### src/rtl/ram_arb_pkg.sv
// Shared defaults and requester-index helpers for the two-requester RAM port arbiter.
package ram_arb_pkg;
    localparam int NREQ_DEF   = 2;
    localparam int ADDR_W_DEF = 5;
    localparam int DATA_W_DEF = 32;

    typedef logic req_idx_t;

    function automatic req_idx_t other_req(input req_idx_t idx);
        return ~idx;
    endfunction
endpackage

### src/rtl/rr_arbiter2.sv
// Two-way round-robin arbiter: one grant per cycle, pointer moves past the winner.
module rr_arbiter2
    import ram_arb_pkg::*;
(
    input  logic       clk,
    input  logic       rst,
    input  logic [1:0] req,
    output logic [1:0] gnt
);
    req_idx_t ptr_reg;
    req_idx_t ptr_next;

    always_ff @(posedge clk or negedge rst) begin
        if (!rst) begin
            ptr_reg <= 1'b0;
        end else begin
            ptr_reg <= ptr_next;
        end
    end

    always_comb begin
        gnt      = req;
        ptr_next = ptr_reg;
        if (req == 2'b11) begin
            gnt = (ptr_reg == 1'b0) ? 2'b01 : 2'b10;
        end
        // gnt[1] is the index of the winner when any grant is issued
        if (gnt != 2'b00) begin
            ptr_next = other_req(gnt[1]);
        end
    end
endmodule

### src/rtl/ram_port_arbiter.sv
// Arbitrates two requesters onto a 1R/1W registered RAM, stalling reads that
// would race a write still in flight to the same address.
module ram_port_arbiter
    import ram_arb_pkg::*;
#(
    parameter int NREQ   = NREQ_DEF,
    parameter int ADDR_W = ADDR_W_DEF,
    parameter int DATA_W = DATA_W_DEF
) (
    input  logic              clk,
    input  logic              rst,
    input  logic              rd_req_0,
    input  logic [ADDR_W-1:0] rd_addr_0,
    output logic              rd_gnt_0,
    output logic              rd_rvalid_0,
    output logic [DATA_W-1:0] rd_rdata_0,
    input  logic              rd_req_1,
    input  logic [ADDR_W-1:0] rd_addr_1,
    output logic              rd_gnt_1,
    output logic              rd_rvalid_1,
    output logic [DATA_W-1:0] rd_rdata_1,
    input  logic              wr_req_0,
    input  logic [ADDR_W-1:0] wr_addr_0,
    input  logic [DATA_W-1:0] wr_data_0,
    output logic              wr_gnt_0,
    input  logic              wr_req_1,
    input  logic [ADDR_W-1:0] wr_addr_1,
    input  logic [DATA_W-1:0] wr_data_1,
    output logic              wr_gnt_1,
    output logic [ADDR_W-1:0] raddr_0,
    output logic              ren_0,
    input  logic [DATA_W-1:0] rdata_0,
    output logic [ADDR_W-1:0] waddr_0,
    output logic [DATA_W-1:0] wdata_0,
    output logic              wen_0
);
    logic [NREQ-1:0]   rd_req_v;
    logic [NREQ-1:0]   wr_req_v;
    logic [NREQ-1:0]   rd_elig;
    logic [NREQ-1:0]   rd_gnt_raw;
    logic [NREQ-1:0]   wr_gnt_raw;
    logic [ADDR_W-1:0] rd_addr_a  [NREQ];
    logic [ADDR_W-1:0] wr_addr_a  [NREQ];
    logic [DATA_W-1:0] wr_data_a  [NREQ];
    logic [DATA_W-1:0] rd_rdata_a [NREQ];

    logic              wen_raw;
    logic [ADDR_W-1:0] waddr_raw;
    logic [DATA_W-1:0] wdata_raw;
    logic [ADDR_W-1:0] raddr_raw;

    logic [NREQ-1:0]   rv_reg;
    logic [NREQ-1:0]   rv_next;
    logic              lw_valid_reg;
    logic              lw_valid_next;
    logic [ADDR_W-1:0] lw_addr_reg;
    logic [ADDR_W-1:0] lw_addr_next;

    assign rd_req_v     = {rd_req_1, rd_req_0};
    assign wr_req_v     = {wr_req_1, wr_req_0};
    assign rd_addr_a[0] = rd_addr_0;
    assign rd_addr_a[1] = rd_addr_1;
    assign wr_addr_a[0] = wr_addr_0;
    assign wr_addr_a[1] = wr_addr_1;
    assign wr_data_a[0] = wr_data_0;
    assign wr_data_a[1] = wr_data_1;

    rr_arbiter2 u_wr_arb (
        .clk (clk),
        .rst (rst),
        .req (wr_req_v),
        .gnt (wr_gnt_raw)
    );

    always_comb begin
        wen_raw   = 1'b0;
        waddr_raw = '0;
        wdata_raw = '0;
        for (int i = 0; i < NREQ; i++) begin
            if (wr_gnt_raw[i]) begin
                wen_raw   = 1'b1;
                waddr_raw = wr_addr_a[i];
                wdata_raw = wr_data_a[i];
            end
        end
    end

    // A read is held off while a write to its address is issuing now or still
    // waiting for the RAM to commit it (issued last cycle).
    genvar gi;
    generate
        for (gi = 0; gi < NREQ; gi++) begin : g_req
            assign rd_elig[gi] = rd_req_v[gi]
                && !(wen_raw && (rd_addr_a[gi] == waddr_raw))
                && !(lw_valid_reg && (rd_addr_a[gi] == lw_addr_reg));
            assign rd_rdata_a[gi] = rv_reg[gi] ? rdata_0 : '0;
        end
    endgenerate

    rr_arbiter2 u_rd_arb (
        .clk (clk),
        .rst (rst),
        .req (rd_elig),
        .gnt (rd_gnt_raw)
    );

    always_comb begin
        raddr_raw = '0;
        for (int i = 0; i < NREQ; i++) begin
            if (rd_gnt_raw[i]) begin
                raddr_raw = rd_addr_a[i];
            end
        end
    end

    assign rv_next       = rd_gnt_raw;
    assign lw_valid_next = wen_raw;
    assign lw_addr_next  = waddr_raw;

    always_ff @(posedge clk or negedge rst) begin
        if (!rst) begin
            rv_reg       <= '0;
            lw_valid_reg <= 1'b0;
            lw_addr_reg  <= '0;
        end else begin
            rv_reg       <= rv_next;
            lw_valid_reg <= lw_valid_next;
            lw_addr_reg  <= lw_addr_next;
        end
    end

    // Combinational outputs are forced quiet for the whole time reset is low.
    always_comb begin
        rd_gnt_0 = 1'b0;
        rd_gnt_1 = 1'b0;
        wr_gnt_0 = 1'b0;
        wr_gnt_1 = 1'b0;
        ren_0    = 1'b0;
        raddr_0  = '0;
        wen_0    = 1'b0;
        waddr_0  = '0;
        wdata_0  = '0;
        if (rst) begin
            rd_gnt_0 = rd_gnt_raw[0];
            rd_gnt_1 = rd_gnt_raw[1];
            wr_gnt_0 = wr_gnt_raw[0];
            wr_gnt_1 = wr_gnt_raw[1];
            ren_0    = |rd_gnt_raw;
            raddr_0  = raddr_raw;
            wen_0    = wen_raw;
            waddr_0  = waddr_raw;
            wdata_0  = wdata_raw;
        end
    end

    assign rd_rvalid_0 = rv_reg[0];
    assign rd_rvalid_1 = rv_reg[1];
    assign rd_rdata_0  = rd_rdata_a[0];
    assign rd_rdata_1  = rd_rdata_a[1];
endmodule

### config.mk
export PLATFORM = sky130hd
export DESIGN_NAME = ram_port_arbiter
export DESIGN_NICKNAME = d
export VERILOG_FILES = /design/src/rtl/ram_arb_pkg.sv /design/src/rtl/rr_arbiter2.sv /design/src/rtl/ram_port_arbiter.sv
export SDC_FILE = /design/constraint.sdc
export NUM_CORES = 1
export LEC_CHECK = 0
export ABC_CLOCK_PERIOD_IN_PS = 4000
export BUFFER_PORTS_ARGS = -buffer_cell sky130_fd_sc_hd__buf_2
export CORE_AREA = 8 8 86 88
export CTS_CLUSTER_DIAMETER = 50
export DETAILED_ROUTE_END_ITERATION = 8
export DIE_AREA = 0 0 94 96
export PLACE_DENSITY = 0.75
export SKIP_LAST_GASP = 1
export SLEW_MARGIN = 20
export SYNTH_ARGS = -nofsm -noshare
export SYNTH_HDL_FRONTEND = slang
export SYNTH_SLANG_ARGS = --single-unit
export TNS_END_PERCENT = 5
### constraint.sdc
create_clock -name clk -period 4 [get_ports clk]
set_input_delay 0.4 -clock clk [delete_from_list [all_inputs] [get_ports clk]]
set_output_delay 0.4 -clock clk [all_outputs]
set_load 0.02 [all_outputs]
==> results.json, run 1 <==
{
  "wl_per_cell_um": 17.3,
  "relSlewSlack": 0.518,
  "nNetsFinal": 555,
  "finClkSkew_ns": 0.000712,
  "cpLargestDelayFamily": "compound AO/OA/AOI/OAI gates",
  "report.final.slew_viol_count": 0,
  "rows": 29,
  "syn_area_um2": 1570,
  "status": "complete, no violations",
  "die_area_um2": 9020,
  "fillers": 610,
  "period_needed_ns": 2.94,
  "fin_tns_setup_ns": 0,
  "worst_pin_slew_ns": 0.724,
  "clkTransAtPathRegs_ns": 0.05,
  "htree_levels": 1,
  "dr.pass1.iters": 4,
  "hold_violations": 0,
  "met1_usage": 0.180,
  "end_kind": "output port",
  "synth_cell_types": 32,
  "start_util": 0.258,
  "cts-resized-gates": 0,
  "drt_iter0_markers": 108,
  "hp-class": "in -> async",
  "grt_max_degree": 34,
  "yosysSeqAreaShare": 0.159,
  "synth_edf_count": 0,
  "routed_wl_mm": 8.86,
  "overflow": 0,
  "vias": 2372,
  "drc": 0,
  "vias_per_cell": 4.63,
  "hpwl_mm": 7.95,
  "use_met2": 0.311,
  "synthCells": 209,
  "synth_seq_cells": 10,
  "io_pins": 236,
  "syn_avg_cell_area_um2": 7.53,
  "cap_viol_max_count": 0,
  "slowest_delay_ns": 0.45,
  "placed_area_um2": 2780,
  "cts_tree": "done",
  "synthToLayoutAreaGrowth_pct": 80.9,
  "clock_latency_ns": 0.24,
  "grt_busiest_layer": "met2",
  "finalSetupViolations": 0,
  "cts_made_buffers": 3,
  "max_clock_freq_mhz": 340,
  "synthTopCellsByArea": "and2_1, a22o_1, dfrtp_1, xnor2_1, clkbuf_1",
  "arrival_ns": 2.54,
  "drive_gt1_frac": 0.581,
  "finalInstanceArea_um2": 2850,
  "syn_nets": 331,
  "crit_fanout": 8,
  "core-area_um2": 6100,
  "timing.final.crit_share": 0.735,
  "grt_pass1_vias": 2501,
  "antenna_found_initial": 4,
  "seq_area_um2": 250,
  "rsz0062_at_grt": "no",
  "setup.worst_path.class": "reg -> out",
  "critical_path_buf_inv_count": 1,
  "cts_setup_buffers": 0,
  "ant_nets": 0,
  "clock-sinks": 10,
  "place_congestion": 0.870,
  "cts.root.buffer_cell": "clkbuf_8",
  "grt_util_all_layers": 0.174,
  "largest_reg_flops": 5,
  "power.density_nw_per_um2": 255,
  "grt_pass1_wl_mm": 12.5,
  "synth_top_cell_by_area": "and2_1",
  "ctsHoldBuffers": 0,
  "die_h_um": 96,
  "whs_ns": 0.0949,
  "path_cells": "a21boi_2 -> a32oi_2 -> xnor2_1 -> nor3_1 -> a31oi_1 -> a211o_1 -> o32ai_2 -> buf_2",
  "start_kind": "flip-flop",
  "synth_top_cell_area_share": 0.270,
  "crit_path_top_delay_cell": "a211o_1",
  "die_x_um": 94,
  "vdd_drop_max_mv": 0.138,
  "multiInputGateArea_um2": 1210,
  "cts.path.max_buffers": 2,
  "gr-usage-met3": 0.0788,
  "port_buffers": 235,
  "synth-async-reset-ratio": 1.00,
  "critPathRequiredTime_ns": 3.60,
  "leakagePower_uw": 0.00173,
  "yosys_warnings": 0,
  "synth_ff_type": "dfrtp_1"
}
-- metal layers --
layer | vias to the layer above | part of all wire | wire length [um]
met5 | - | 0.0023 | 20
li1 | 1171 | - | -
met1 | 1033 | 0.35 | 3100
met2 | 160 | 0.50 | 4420
met3 | 6 | 0.14 | 1260
met4 | 2 | 0.0079 | 70
-- report_power, final --
group	leakage, uW	switching (uW)	internal [uW]
combinational	0.00158	269	190
clock	0.0000288	43.1	86.8
sequential	0.000121	25.0	113
-- cells in the mapped netlist, types with 2 or more instances --
| master | n |
|---|---|
| nor2_1 | 11 |
| nand2_1 | 9 |
| xnor2_1 | 16 |
| o22ai_1 | 4 |
| and2_1 | 68 |
| o21ai_0 | 3 |
| a32oi_2 | 2 |
| inv_2 | 2 |
| a32oi_1 | 3 |
| nor3_1 | 2 |
| dfrtp_1 | 10 |
| clkbuf_1 | 15 |
| a22o_1 | 33 |
| o32ai_2 | 2 |
| xor2_1 | 3 |
| inv_1 | 10 |
-- layout make-up --
cell class | instances | area share
Sequential cell | 10 | 0.0879
Tap cell | 77 | 0.0338
Multi-Input combinational cell | 170 | 0.426
Clock buffer | 4 | 0.0193
Inverter | 13 | 0.0171
Timing Repair Buffer | 235 | 0.413
Antenna cell | 3 | 0.00264
-- layout by cell type (no fill, tap or decap), types with 2 or more instances in the layout --
master	Yosys	layout
a22o_1	33	33
a32oi_1	3	3
a32oi_2	2	2
and2_1	68	67
buf_2	0	235
clkbuf_8	0	4
dfrtp_1	10	10
diode_2	0	3
inv_1	10	10
inv_2	2	2
nand2_1	9	9
nor2_1	11	11
nor3_1	2	2
o21ai_0	3	3
o22ai_1	4	4
o32ai_2	2	2
xnor2_1	16	16
xor2_1	3	3
-- worst reg2reg max path: cells and delay by family, from the launching register on --
kind                      cells  cell delay, ns
buffers and inverters         1            0.04
AOI/OAI and AO/OA             2            0.73
and+or+nand+nor               3            0.62
DFF                           1            0.40
xor gates and xnor gates      1            0.17
-- stage by stage --
step / utilization / worst slack [ns] / power (uW) / instances
floorplan: - / 1.37 / 416 / 209
global placement: 0.456 / 1.20 / 599 / 505
detailed placement: 0.456 / 1.14 / 603 / 505
CTS: 0.466 / 1.05 / 735 / 509
global route: 0.467 / 0.871 / 779 / 512
finish: 0.467 / 1.06 / 727 / 512
-- worst paths after layout --
| path | start | to | slack (ns) | depth (start not counted) |
|---|---|---|---|---|
| max in group asynchronous | rst | u_wr_arb.ptr_reg$_DFFE_PN0N_ | 3.61 | 1 |
| min in group clk | wr_addr_0[3] | lw_addr_reg[3]$_DFF_PN0_ | 0.44 | 3 |
| worst max-delay path | u_wr_arb.ptr_reg$_DFFE_PN0N_ | raddr_0[0] | 1.06 | 8 |
| worst max register to register | u_wr_arb.ptr_reg$_DFFE_PN0N_ | rv_reg[0]$_DFF_PN0_ | 1.92 | 7 |
| worst min register to register | u_rd_arb.ptr_reg$_DFFE_PN0P_ | u_rd_arb.ptr_reg$_DFFE_PN0P_ | 0.53 | 2 |
| worst min-delay path | rst | lw_addr_reg[4]$_DFF_PN0_ | 0.09 | 1 |
-- cell families after synthesis --
kind of cell | synth area share
AOI/OAI and AO/OA | 0.311
xor gates and xnor gates | 0.106
buffers and inverters | 0.0715
DFF | 0.159
and+or+nand+nor | 0.353
(Power assumes the default switching activity.)
==> run 2, diff against run 1 <==
--- a/config.mk
+++ b/config.mk
@@ -5,7 +5,7 @@
 export SDC_FILE = /design/constraint.sdc
 export NUM_CORES = 1
 export LEC_CHECK = 0
-export ABC_CLOCK_PERIOD_IN_PS = 4000
+export ABC_CLOCK_PERIOD_IN_PS = 3100
 export BUFFER_PORTS_ARGS = -buffer_cell sky130_fd_sc_hd__buf_2
 export CORE_AREA = 8 8 86 88
 export CTS_CLUSTER_DIAMETER = 50
==> constraint.sdc (replaced) <==
create_clock -name clk -period 3.1 [get_ports clk]
set_input_delay 0.31 -clock clk [delete_from_list [all_inputs] [get_ports clk]]
set_output_delay 0.31 -clock clk [all_outputs]
set_load 0.02 [all_outputs]
==> run 2 against run 1 <==
  * Highest routed layer unchanged
  * Critical endpoint unchanged
  * Final cell count increased by 0.20%
  * Setup slack got worse by 0.84 ns
  * Sequential share of layout area about the same
==> results.json, run 2 (synthesis gave the netlist of run 1 again) <==
{
  "status": "complete, no violations",
  "routed_wl_mm": 9.05,
  "worst_pin_slew_ns": 0.701,
  "clock_latency_ns": 0.24,
  "final_cell_mix": "buf_2, and2_1, a22o_1",
  "layout.core_utilization": 0.468,
  "placed_area_um2": 2800,
  "cts.root.buffer_cell": "clkbuf_8",
  "cts_tree": "done",
  "whs_ns": 0.00362,
  "arrival_ns": 2.57,
  "core-area_um2": 6100,
  "hpwl_mm": 8.07,
  "finClkSkew_ns": 0.000525,
  "critical_path_buf_inv_count": 1,
  "leakagePower_uw": 0.00174,
  "synthToLayoutAreaGrowth_pct": 81.3,
  "cap_viol_max_count": 0,
  "slowest_delay_ns": 0.45,
  "finalSetupViolations": 0,
  "ant_nets": 0,
  "drt_iter0_markers": 80,
  "rsz0062_at_grt": "no",
  "report.final.slew_viol_count": 0,
  "dr.pass1.iters": 4,
  "rows": 29,
  "path_cells": "nand2b_4 -> a32oi_2 -> xnor2_1 -> nor3_1 -> a31oi_1 -> a211o_1 -> o32ai_2 -> buf_2",
  "grt_max_degree": 34,
  "fillers": 642,
  "place_congestion": 0.872,
  "drc": 0,
  "max_clock_freq_mhz": 347,
  "vias": 2448,
  "clock-sinks": 10,
  "period_needed_ns": 2.88,
  "dp_slack_ns": 0.369,
  "power.density_nw_per_um2": 320,
  "largest_reg_flops": 5,
  "worst_slack_ns": 0.219,
  "htree_levels": 1,
  "end_kind": "output port",
  "start_kind": "flip-flop",
  "vdd_drop_max_mv": 0.154,
  "finalInstanceArea_um2": 2850,
  "wl_per_cell_um": 17.6,
  "grt_util_all_layers": 0.181,
  "antenna_found_initial": 4,
  "die_h_um": 96,
  "die_area_um2": 9020,
  "crit_fanout": 8,
  "timing.final.crit_share": 0.929,
  "overflow": 0,
  "hp-class": "in -> async",
  "cts.path.max_buffers": 2,
  "nNetsFinal": 557,
  "relSlewSlack": 0.533,
  "cts_made_buffers": 3,
  "grt_pass1_wl_mm": 13.0,
  "setup.worst_path.class": "reg -> out",
  "clkTransAtPathRegs_ns": 0.05,
  "drive_gt1_frac": 0.577,
  "mostFrequentLayoutCell": "buf_2",
  "port_buffers": 235,
  "start_util": 0.258,
  "fin_tns_setup_ns": 0,
  "hold_violations": 0,
  "io_pins": 236,
  "ctsHoldBuffers": 0,
  "critPathRequiredTime_ns": 2.79,
  "crit_path_top_delay_cell": "a211o_1",
  "cpLargestDelayFamily": "compound AO/OA/AOI/OAI gates",
  "vias_per_cell": 4.77,
  "die_x_um": 94,
  "grt_pass1_vias": 2481
}
[run 2: cell count changes in the layout (fill, tap and decap cells not counted)]
cell and delta:
a21boi_4 +1, a21boi_2 -1, and2_1 +1, and2_2 -1
and3_1 +1, and3_2 -1, buf_4 +2, clkbuf_8 -1
[run 2: layout make-up]
cell class,instances,area [um2],area share
tap,77,96.3,0.0338
multi-input combinational,170,1220,0.427
sequential,10,250,0.0877
clock buffer,3,41.3,0.0145
timing repair buffer,237,1190,0.417
antenna,3,7.51,0.00263
inverter,13,48.8,0.0171
[run 2: report_power, final]
group / total, uW / internal, uW / switching [uW]
combinational: 598 / 248 / 350
sequential: 179 / 146 / 33.0
clock: 137 / 85.1 / 51.8
total: 914 / 479 / 435
[run 2: final timing paths]
path	from	to	slack, ns	cells after the start
min in group clk	wr_addr_0[3]	lw_addr_reg[3]$_DFF_PN0_	0.34	3
hold reg to reg	u_rd_arb.ptr_reg$_DFFE_PN0P_	u_rd_arb.ptr_reg$_DFFE_PN0P_	0.52	2
max in group asynchronous	rst	rv_reg[0]$_DFF_PN0_	2.80	1
setup / recovery	u_wr_arb.ptr_reg$_DFFE_PN0N_	raddr_0[0]	0.22	8
setup reg to reg	u_wr_arb.ptr_reg$_DFFE_PN0N_	rv_reg[0]$_DFF_PN0_	0.99	7
hold / removal	rst	lw_addr_reg[4]$_DFF_PN0_	0.004	1
[run 2: repair_timing]
item                       CTS  global route
setup buffers                0             0
resized for setup            0             1
setup endpoints to repair    0             1
[run 2: per-layer routing]
metal,part of all wire,GRT usage
met1,0.34,0.183
met2,0.49,0.325
met3,0.15,0.0850
met4,0.014,0.0542
met5,0.0022,0
[run 2: worst reg2reg max path: stages (launching register included)]
cell	delay, ns
dfrtp_1	0.41
nand2b_4	0.20
a32oi_1	0.42
xnor2_1	0.17
nor2_1	0.07
a211oi_1	0.30
nand2b_1	0.37
inv_2	0.05
[run 2: per-stage QoR]
stage	cells	power, uW
2_1_floorplan	209	537
3_3_place_gp	507	774
3_5_place_dp	507	783
4_1_cts	510	924
5_1_grt	513	980
6_report	513	914
